<file path="src/rtl/rr_req_arbiter_pkg.sv">
// Shared definitions for the round-robin request arbiter: FSM state type,
// a constant-foldable ceil(log2) helper, and the default requester count
// that the downstream encoder bench also uses.
package arb_pkg;

    // Default number of requesters (grant width)
    localparam int ARB_N_DEFAULT = 8;

    // Two-state grant FSM: IDLE has no live grant, BUSY holds one
    typedef enum logic {
        IDLE = 1'b0,
        BUSY = 1'b1
    } arb_state_t;

    // Ceiling log2, never below 1 so a pointer always has at least one bit
    function automatic int clog2(input int value);
        int result;
        result = 1;
        for (int i = 1; i < 31; i++) begin
            if ((1 << i) < value) begin
                result = i + 1;
            end
        end
        return result;
    endfunction

endpackage

</file>
<file path="src/rtl/rr_req_arbiter_pick.sv">
// Combinational round-robin selector. Candidates are rotated so the slot
// after the pointer sits at position 0, the lowest set bit is taken, and the
// winning position is rotated back to an absolute index and one-hot vector.
module rr_pick
    import arb_pkg::*;
#(
    parameter int N  = ARB_N_DEFAULT,
    parameter int PW = clog2(N)
) (
    input  logic [N-1:0]  cand,
    input  logic [PW-1:0] ptr,
    output logic [N-1:0]  sel,
    output logic [PW-1:0] sel_idx,
    output logic          any
);

    logic [PW-1:0] start;
    logic [N-1:0]  rot;
    logic [PW-1:0] pos;
    logic          found;
    logic [PW-1:0] idx;

    // Search origin is ptr+1 modulo N; out-of-range pointers fold to 0
    always_comb begin
        if (int'(ptr) >= N - 1) begin
            start = '0;
        end else begin
            start = ptr + 1'b1;
        end
    end

    // Rotate candidates so the search origin becomes bit 0
    always_comb begin
        rot = '0;
        for (int i = 0; i < N; i++) begin
            rot[i] = cand[PW'((i + int'(start)) % N)];
        end
    end

    // Fixed priority: lowest rotated position wins
    always_comb begin
        found = 1'b0;
        pos   = '0;
        for (int i = 0; i < N; i++) begin
            if (!found && rot[i]) begin
                found = 1'b1;
                pos   = PW'(i);
            end
        end
    end

    // Rotate the winner back to its absolute index and one-hot form
    always_comb begin
        idx = PW'((int'(pos) + int'(start)) % N);
        sel = '0;
        if (found) begin
            sel[idx] = 1'b1;
        end
    end

    assign sel_idx = idx;
    assign any     = found;

endmodule

</file>
<file path="src/rtl/rr_req_arbiter.sv">
// Round-robin request arbiter. Pulsed requests are captured into sticky
// pending bits; one registered one-hot grant is offered at a time over a
// valid/ready handshake, with back-to-back grants at full throughput.
// Grant and valid come straight from flops, so ready never reaches them
// combinationally.
module rr_req_arbiter
    import arb_pkg::*;
#(
    parameter int N = ARB_N_DEFAULT
) (
    input  logic         clk,
    input  logic         rst,
    input  logic [N-1:0] req,
    input  logic         en,
    input  logic         ready,
    output logic [N-1:0] grant,
    output logic         valid,
    output logic [N-1:0] pending
);

    localparam int PW = clog2(N);

    arb_state_t    state_q, state_d;
    logic [N-1:0]  grant_q, grant_d;
    logic [PW-1:0] gidx_q, gidx_d;
    logic [PW-1:0] ptr_q, ptr_d;
    logic [N-1:0]  pending_q, pending_d;

    logic [N-1:0]  cand;
    logic          accept;
    logic [N-1:0]  clr;
    logic [N-1:0]  pick_cand;
    logic [PW-1:0] pick_ptr;
    logic [N-1:0]  pick_sel;
    logic [PW-1:0] pick_idx;
    logic          pick_any;

    // New requests are eligible in the cycle they arrive
    assign cand   = pending_q | req;
    assign accept = (state_q == BUSY) && ready;
    assign clr    = accept ? grant_q : '0;

    // A request arriving on the accepting edge re-arms its bit (set beats clear)
    assign pending_d = (pending_q & ~clr) | req;

    // While BUSY the only pick that matters is the back-to-back one, which
    // searches from the grant being accepted and excludes it
    always_comb begin
        if (state_q == BUSY) begin
            pick_cand = cand & ~grant_q;
            pick_ptr  = gidx_q;
        end else begin
            pick_cand = cand;
            pick_ptr  = ptr_q;
        end
    end

    rr_pick #(
        .N  (N),
        .PW (PW)
    ) u_pick (
        .cand    (pick_cand),
        .ptr     (pick_ptr),
        .sel     (pick_sel),
        .sel_idx (pick_idx),
        .any     (pick_any)
    );

    // FSM state register
    always_ff @(posedge clk or posedge rst) begin
        if (rst) begin
            state_q <= IDLE;
        end else begin
            state_q <= state_d;
        end
    end

    // FSM next state: enter/stay BUSY whenever a grant can be loaded
    always_comb begin
        state_d = state_q;
        unique case (state_q)
            IDLE: begin
                if (en && pick_any) begin
                    state_d = BUSY;
                end
            end
            BUSY: begin
                if (ready) begin
                    if (en && pick_any) begin
                        state_d = BUSY;
                    end else begin
                        state_d = IDLE;
                    end
                end
            end
            default: state_d = IDLE;
        endcase
    end

    // FSM outputs: next grant, its index, and the round-robin pointer
    always_comb begin
        grant_d = grant_q;
        gidx_d  = gidx_q;
        ptr_d   = ptr_q;
        unique case (state_q)
            IDLE: begin
                if (en && pick_any) begin
                    grant_d = pick_sel;
                    gidx_d  = pick_idx;
                end else begin
                    grant_d = '0;
                end
            end
            BUSY: begin
                if (ready) begin
                    ptr_d = gidx_q;
                    if (en && pick_any) begin
                        grant_d = pick_sel;
                        gidx_d  = pick_idx;
                    end else begin
                        grant_d = '0;
                    end
                end
            end
            default: begin
                grant_d = '0;
            end
        endcase
    end

    // Grant, pointer and pending registers; reset restarts priority at index 0
    always_ff @(posedge clk or posedge rst) begin
        if (rst) begin
            grant_q   <= '0;
            gidx_q    <= '0;
            ptr_q     <= PW'(N - 1);
            pending_q <= '0;
        end else begin
            grant_q   <= grant_d;
            gidx_q    <= gidx_d;
            ptr_q     <= ptr_d;
            pending_q <= pending_d;
        end
    end

    assign grant   = grant_q;
    assign valid   = (state_q == BUSY);
    assign pending = pending_q;

endmodule

</file>
<file path="config.mk">
export PLATFORM = sky130hd
export DESIGN_NAME = rr_req_arbiter
export DESIGN_NICKNAME = d
export VERILOG_FILES = /design/src/rtl/rr_req_arbiter_pkg.sv /design/src/rtl/rr_req_arbiter_pick.sv /design/src/rtl/rr_req_arbiter.sv
export SDC_FILE = /design/constraint.sdc
export NUM_CORES = 1
export LEC_CHECK = 0
export BUFFER_PORTS_ARGS = -buffer_cell sky130_fd_sc_hd__buf_2
export CORE_MARGIN = 1.5
export CORE_UTILIZATION = 35
export CTS_CLUSTER_DIAMETER = 80
export DETAILED_ROUTE_END_ITERATION = 8
export PLACE_DENSITY = 0.62
export REMOVE_ABC_BUFFERS = 1
export SLEW_MARGIN = 0
export SYNTH_ARGS = -nofsm -noshare
export SYNTH_HDL_FRONTEND = slang
export SYNTH_SLANG_ARGS = --single-unit
</file>
<file path="constraint.sdc">
create_clock -name clk -period 8.1 [get_ports clk]
set_input_delay 0.81 -clock clk [delete_from_list [all_inputs] [get_ports clk]]
set_output_delay 0.81 -clock clk [all_outputs]
set_load 0.005 [all_outputs]
</file>
**Word-level counts from Yosys, hierarchy flattened**

Index checks and enable logic that the tools add are counted.

- Register bits after elaboration: 23
- Logic and storage cells: 106

- $add $sub $neg: 9
- Order comparisons: 11
- Equal/unequal tests: 1
- Mux-type cells: 55
- Bitwise operators: 7
- Reductions and logical operators: 18

Operators by type and width:

| operator | count |
|---|---|
| $lt A3 B5 Y1 const B | 8 |
| $mux W8 | 5 |
| $mux W1 | 28 |
| $bmux W1 S3 | 8 |
| $mux W3 | 8 |
| $and A8 B8 Y8 | 2 |
| $not A8 Y8 | 2 |
| $or A8 B8 Y8 | 2 |
| $pmux W8 S2 | 1 |
| $add A3 B3 Y3 const A | 4 |
| $logic_and A1 B1 Y1 | 10 |
| $logic_not A1 Y1 | 7 |
| $add A2 B3 Y3 const A | 2 |
| $pmux W3 S2 | 1 |
| $lt A3 B4 Y1 const B | 1 |
| $mux W2 | 2 |
| $add A1 B3 Y3 const A | 1 |
| $add A3 B1 Y3 const B | 1 |
| $add A3 B3 Y3 | 1 |
| $demux W1 S3 | 1 |
| $ge A3 B1 Y1 const B | 1 |
| $ge A3 B3 Y1 const B | 1 |
| $ne A2 B2 Y1 const B | 1 |
| $pmux W1 S2 | 1 |
| 2 further kinds | 2 |

**Depth between registers and ports, before layout**

- Depth in word-level cells: 37
- Depth in mapped cells: 23
- Mapped depth without buffers: 21

**Cells and area by module**

Synthesis repeated with hierarchy kept, for this count alone.

- Cells, all modules: 171
- Area total of the unflattened synthesis: 1851.8 um^2

Modules (own cells, without submodules):

| module | times used | cells each | area each (um^2) |
|---|---|---|---|
| rr_req_arbiter | 1 | 82 | 991.0 |
| rr_pick | 1 | 89 | 860.8 |

**Worst setup path before layout**

Ideal clock, no wire load.

- Kind: flip-flop to flip-flop
- Start: register ptr_q[0]
- End: register grant_q[4], in the netlist grant[4]
- Setup time: 0.077 ns
- Arrival time: 4.775 ns
- Required time: 8.023 ns
- Slack: 3.249 ns
- Stages on the path, launching flop included: 20
- Path buffers: 2
- Clock period less this slack: 4.851 ns
- Cell sequence: dfstp_2 -> mux2i_2 -> buf_6 -> inv_1 -> ha_1 -> clkbuf_1 -> inv_1 -> a31oi_1 -> nor2_1 -> ha_1 -> mux4_2 -> and2_1 -> nor2_1 -> nor2_1 -> a21o_1 -> a211oi_1 -> ha_1 -> fa_1 -> or3_1 -> o21ai_1

- Cells in the longest elaborated chain, start to end: 37

RTL lines:

| item | line | text |
|---|---|---|
| from (decl) | rr_req_arbiter.sv:26 | `logic [PW-1:0] ptr_q, ptr_d;` |
| from (signal assigned) | rr_req_arbiter.sv:136 | `ptr_q <= PW'(N - 1);` |
| from (signal assigned) | rr_req_arbiter.sv:141 | `ptr_q <= ptr_d;` |
| $mux W3 (*) | rr_req_arbiter.sv:49 | `if (state_q == BUSY) begin` |
| $add A3 B1 Y3 or $ge A3 B3 Y1 (tied branches) | rr_req_arbiter_pick.sv:28, rr_req_arbiter_pick.sv:25 |  |
| $mux W3 (*) | rr_req_arbiter_pick.sv:25 | `if (int'(ptr) >= N - 1) begin` |
| branches (longest 25 deep; another with $add A1 B3 Y3) | - |  |
| $add A3 B3 Y3 (*) | rr_req_arbiter_pick.sv:54 | `idx = PW'((int'(pos) + int'(start)) % N);` |
| named net pick_idx[1] | rr_req_arbiter.sv:35 | `logic [PW-1:0] pick_idx;` |
| $lt A3 B4 Y1 (not written as such) or $ge A3 B1 Y1 (tied branches) | rr_req_arbiter_pick.sv:57 | `sel[idx] = 1'b1;` |
| $logic_and A1 B1 Y1 (not written as such) | rr_req_arbiter_pick.sv:57 |  |
| $mux W1 (not written as such) | rr_req_arbiter_pick.sv:57 |  |
| $demux W1 S3 (*) | - |  |
| $mux W8 (*) | rr_req_arbiter_pick.sv:56 | `if (found) begin` |
| $mux W8 (*) | rr_req_arbiter.sv:107, rr_req_arbiter.sv:117 |  |
| $mux W8 | rr_req_arbiter.sv:115 | `if (ready) begin` |
| $pmux W8 S2 (*) | rr_req_arbiter.sv:105 | `unique case (state_q)` |
| to (signal assigned) | rr_req_arbiter.sv:139 | `grant_q <= grant_d;` |
| to (decl) | rr_req_arbiter.sv:24 | `logic [N-1:0] grant_q, grant_d;` |

Mark *: on every way through the listed nets, which the timed path passes. The select of a mux whose other input is x is not followed.
A chain may end at the register's enable or synchronous reset.

**Final worst setup path**

- Start: register state_q, in the netlist valid
- End: register grant_q[0], in the netlist grant[0]

- Cells in the longest elaborated chain, start to end: 37

RTL lines:

| item | line | text |
|---|---|---|
| from (decl) | rr_req_arbiter.sv:23 | `arb_state_t state_q, state_d;` |
| from (signal assigned) | rr_req_arbiter.sv:74 | `state_q <= state_d;` |
| branches (longest 28 deep; another with $add A3 B1 Y3) | - |  |
| $add A3 B3 Y3 (*) | rr_req_arbiter_pick.sv:54 |  |
| named net pick_idx[1] | rr_req_arbiter.sv:35 |  |
| $lt A3 B4 Y1 (not written as such) or $ge A3 B1 Y1 (tied branches) | rr_req_arbiter_pick.sv:57 |  |
| $logic_and A1 B1 Y1 (not written as such) | rr_req_arbiter_pick.sv:57 |  |
| $mux W1 (not written as such) | rr_req_arbiter_pick.sv:57 |  |
| $demux W1 S3 (*) | - |  |
| $mux W8 (*) | rr_req_arbiter_pick.sv:56 |  |
| $mux W8 (*) | rr_req_arbiter.sv:107, rr_req_arbiter.sv:117 |  |
| $mux W8 | rr_req_arbiter.sv:115 |  |
| $pmux W8 S2 (*) | rr_req_arbiter.sv:105 |  |

Marked as above.

==> out/summary.txt <==
WS Path Type -> reg -> reg
largest net degree at the start of global routing -> 24
die height -> 74.8 µm
R2R Setup Slk -> 2040 ps
register area share after synthesis -> 0.322
Lkg Pwr -> 0.838 nW
Synth Area in Simple Gates -> 0.197
Critical-path top delay cell -> mux2i_2
Clock Skew -> 6.07 ps
WL met3 -> 184 µm
total track usage -> 0.177
number of post-CTS setup repair buffers -> 0
post-synthesis mux area share -> 0.196
CTS clk-pin slew, worst paths -> 90 ps
final setup vio count -> 0
Clock Latency Late Sink -> 270 ps
synth top area cells -> dfrtp_1 (28%), nand2_1 (6.0%), mux2i_1 (5.0%)
Largest stage delay, worst path -> 820 ps
RR Startpoint -> valid$_DFF_PP0_
Tmin final -> 6060 ps
Starting Density -> 0.372
antenna cells -> 0
worst-case clock buffer depth -> 2
largest family of logic cells by synthesized area -> compound AO/OA/AOI/OAI gates
DRC Markers -> 0
cell chain of the critical path -> mux2i_2 > inv_1 > ha_1 > clkinv_1 > nor2_1 > ha_1 > mux4_2 > and2_1 > nor2_1 > nor2_1 > a21o_1 > a211oi_1 > ha_1 > fa_1 > or3_1 > o21ai_1
CTS Sinks -> 23
CP max FO -> 21
DPL Wire Length -> 3.50 mm
row cnt -> 25
Detailed Route WL -> 4.38 mm
worst hold start -> grant[6]$_DFFE_PP0N_
routability cong. -> 0.906
worst reg2reg path endpoint -> grant[0]$_DFFE_PP0N_
gate count after technology mapping -> 192
post-synthesis xor/xnor area fraction -> 0.00486
Top FF cell, synth -> dfrtp_1
register bit total from synthesis -> 23
GRT overflow -> 0
Setup crit end kind -> flip-flop
syn avg cell area -> 9.38 µm²
Post-Synth Adder-Cell Area -> 0.0319
CP startpoint kind -> flip-flop
area share of the largest cell type after synthesis -> 0.278
FFs w/ async S/R, synth -> 1.00
routed via count -> 1548
worst relative slew slack -> 0.412
Max VDD drop -> 0.180 mV
fin crit share -> 0.748
Vias/cell -> 5.41
Hold Path End -> grant[6]$_DFFE_PP0N_
Buffers on Ports -> 28
Yosys top cell by area -> dfrtp_1
WL met2 -> 1.99 mm
die area -> 0.00559 mm²
antenna-violating nets left -> 0
Arrival @ worst endpoint -> 6250 ps
Synth Warn # -> 0
Core Box Area -> 0.00485 mm²
router iterations before antenna repair -> 4
worst-margin pin slew -> 864 ps
Root Buffer -> clkbuf_8
CP required -> 8300 ps
reg2reg path depth -> 16
vias in the first global route -> 1489
top layer in use -> met4
Final Max Slew Viols -> 0
Die Wd -> 74.8 µm
Max-Cap Viols -> 0
worst hold path stage count -> 2
iteration-0 DRC count of the detailed router -> 78
RSZ-0062 raised after global routing -> no
Tightest Hold Check Type -> reg -> reg
M1 WL -> 2.14 mm
antenna violations before repair -> 0
post-synthesis compound-gate area fraction -> 0.215
final hold vios -> 0
Pwr Density -> 400 mW/mm²
setup TNS -> 0 ps
cts hold-fix bufs -> 0
WL/cell -> 15.3 µm
first-pass GRT wire length -> 7.51 mm
# IOs -> 29
FMAX -> 0.165 GHz
Synth-to-Final Area Change -> 13.1%
CTS buffer count -> 3
Max H-tree Level -> 1
Cell variety after synth -> 51
layout cell share with drive strength beyond 1 -> 0.260
CTS tree -> built
status -> complete, no violations
hold slack final -> 519 ps
Post-Syn Area -> 0.00180 mm²
post_cts resized -> 0
nets -> 236
EDFF count, synth -> 0
through the flow:
| step | util | total power, mW | instance area (µm²) | instances | setup slack (ps) |
|---|---|---|---|---|---|
| 4_1_cts | 0.420 | 0.817 | 2040 | 286 | 2050 |
| 5_1_grt | 0.420 | 0.888 | 2040 | 286 | 1520 |
| 3_5_place_dp | 0.410 | 0.740 | 1990 | 282 | 2110 |
| 3_3_place_gp | 0.410 | 0.735 | 1990 | 282 | 2210 |
| 6_report | 0.420 | 0.815 | 2040 | 286 | 2040 |
| 2_1_floorplan | - | 0.619 | 1760 | 187 | 2740 |
power by group:
part           total, mW  switching [mW]  internal [mW]
logic              0.566           0.326          0.240
registers          0.176          0.0276          0.148
clock network     0.0735          0.0386         0.0349
worst max-delay path, delay by kind of cell, from the launching register on:
family	cells	cell delay (ps)
flops	1	800
compound gates	3	580
simple gates	5	1320
fa+ha+maj	4	1460
mux	2	1300
buf+inv	2	510
synth_stat cells, types with 5 or more instances:
library cell	number
a21oi_1	12
nor2b_1	5
o2bb2ai_1	8
mux2_2	8
nand3_1	5
o21ai_0	5
o21ai_1	8
nor2_1	11
dfrtp_1	20
mux2i_1	9
inv_1	5
nand2_1	29
routing by layer:
layer  track usage  vias up
li1              -      770
met1         0.271      734
met2         0.269       37
met3        0.0134        7
met4        0.0505        0
met5             0        -
logic make-up (layout without fill, tap and decap cells):
| family | Yosys count | count (layout) |
|---|---|---|
| muxes | 27 | 27 |
| adders and majority gates | 4 | 4 |
| and+or+nand+nor | 71 | 71 |
| xor gates and xnor gates | 1 | 1 |
| AOI/OAI and AO/OA | 55 | 55 |
| buffers and inverters | 11 | 38 |
| DFF | 23 | 23 |
cell type report:
cell class,count,area (µm²)
clock inverter,1,7.51
sequential,23,579
tap,67,83.8
inverter,6,22.5
fill,478,2810
clock buffer,3,41.3
multi-input combinational,158,1160
timing repair buffer,28,140
registers in the layout, indices dropped and copies added (netlist names):
name / cells
grant: 8
pending: 8
gidx_q: 3
ptr_q: 3
valid: 1
how the worst max path moves through the flow:
stage                            to             from
2_1_floorplan  grant[4]$_DFFE_PP0N_  valid$_DFF_PP0_
3_3_place_gp   grant[4]$_DFFE_PP0N_  valid$_DFF_PP0_
3_5_place_dp   grant[0]$_DFFE_PP0N_  valid$_DFF_PP0_
4_1_cts        grant[0]$_DFFE_PP0N_  valid$_DFF_PP0_
5_1_grt        grant[3]$_DFFE_PP0N_  valid$_DFF_PP0_
6_report       grant[0]$_DFFE_PP0N_  valid$_DFF_PP0_
cells in the final DEF, fill, tap and decap left out, types with 2 or more instances in the layout:
cell type,count
a211o_1,2
a211oi_1,2
a21o_1,2
a21oi_1,12
a31oi_1,2
and2_1,3
buf_2,28
clkbuf_8,3
dfrtp_1,20
dfstp_2,3
ha_1,3
inv_1,5
mux2_1,2
mux2_2,8
mux2i_1,9
mux2i_2,3
mux4_2,3
nand2_1,29
nand2b_1,3
nand3_1,5
nand3b_1,3
nor2_1,11
nor2b_1,5
nor3_1,2
o21ai_0,5
o21ai_1,8
o21bai_1,2
o221ai_1,2
o22ai_1,2
o2bb2ai_1,8
or2_2,3
or3_4,2
(Power assumes the default switching activity.)
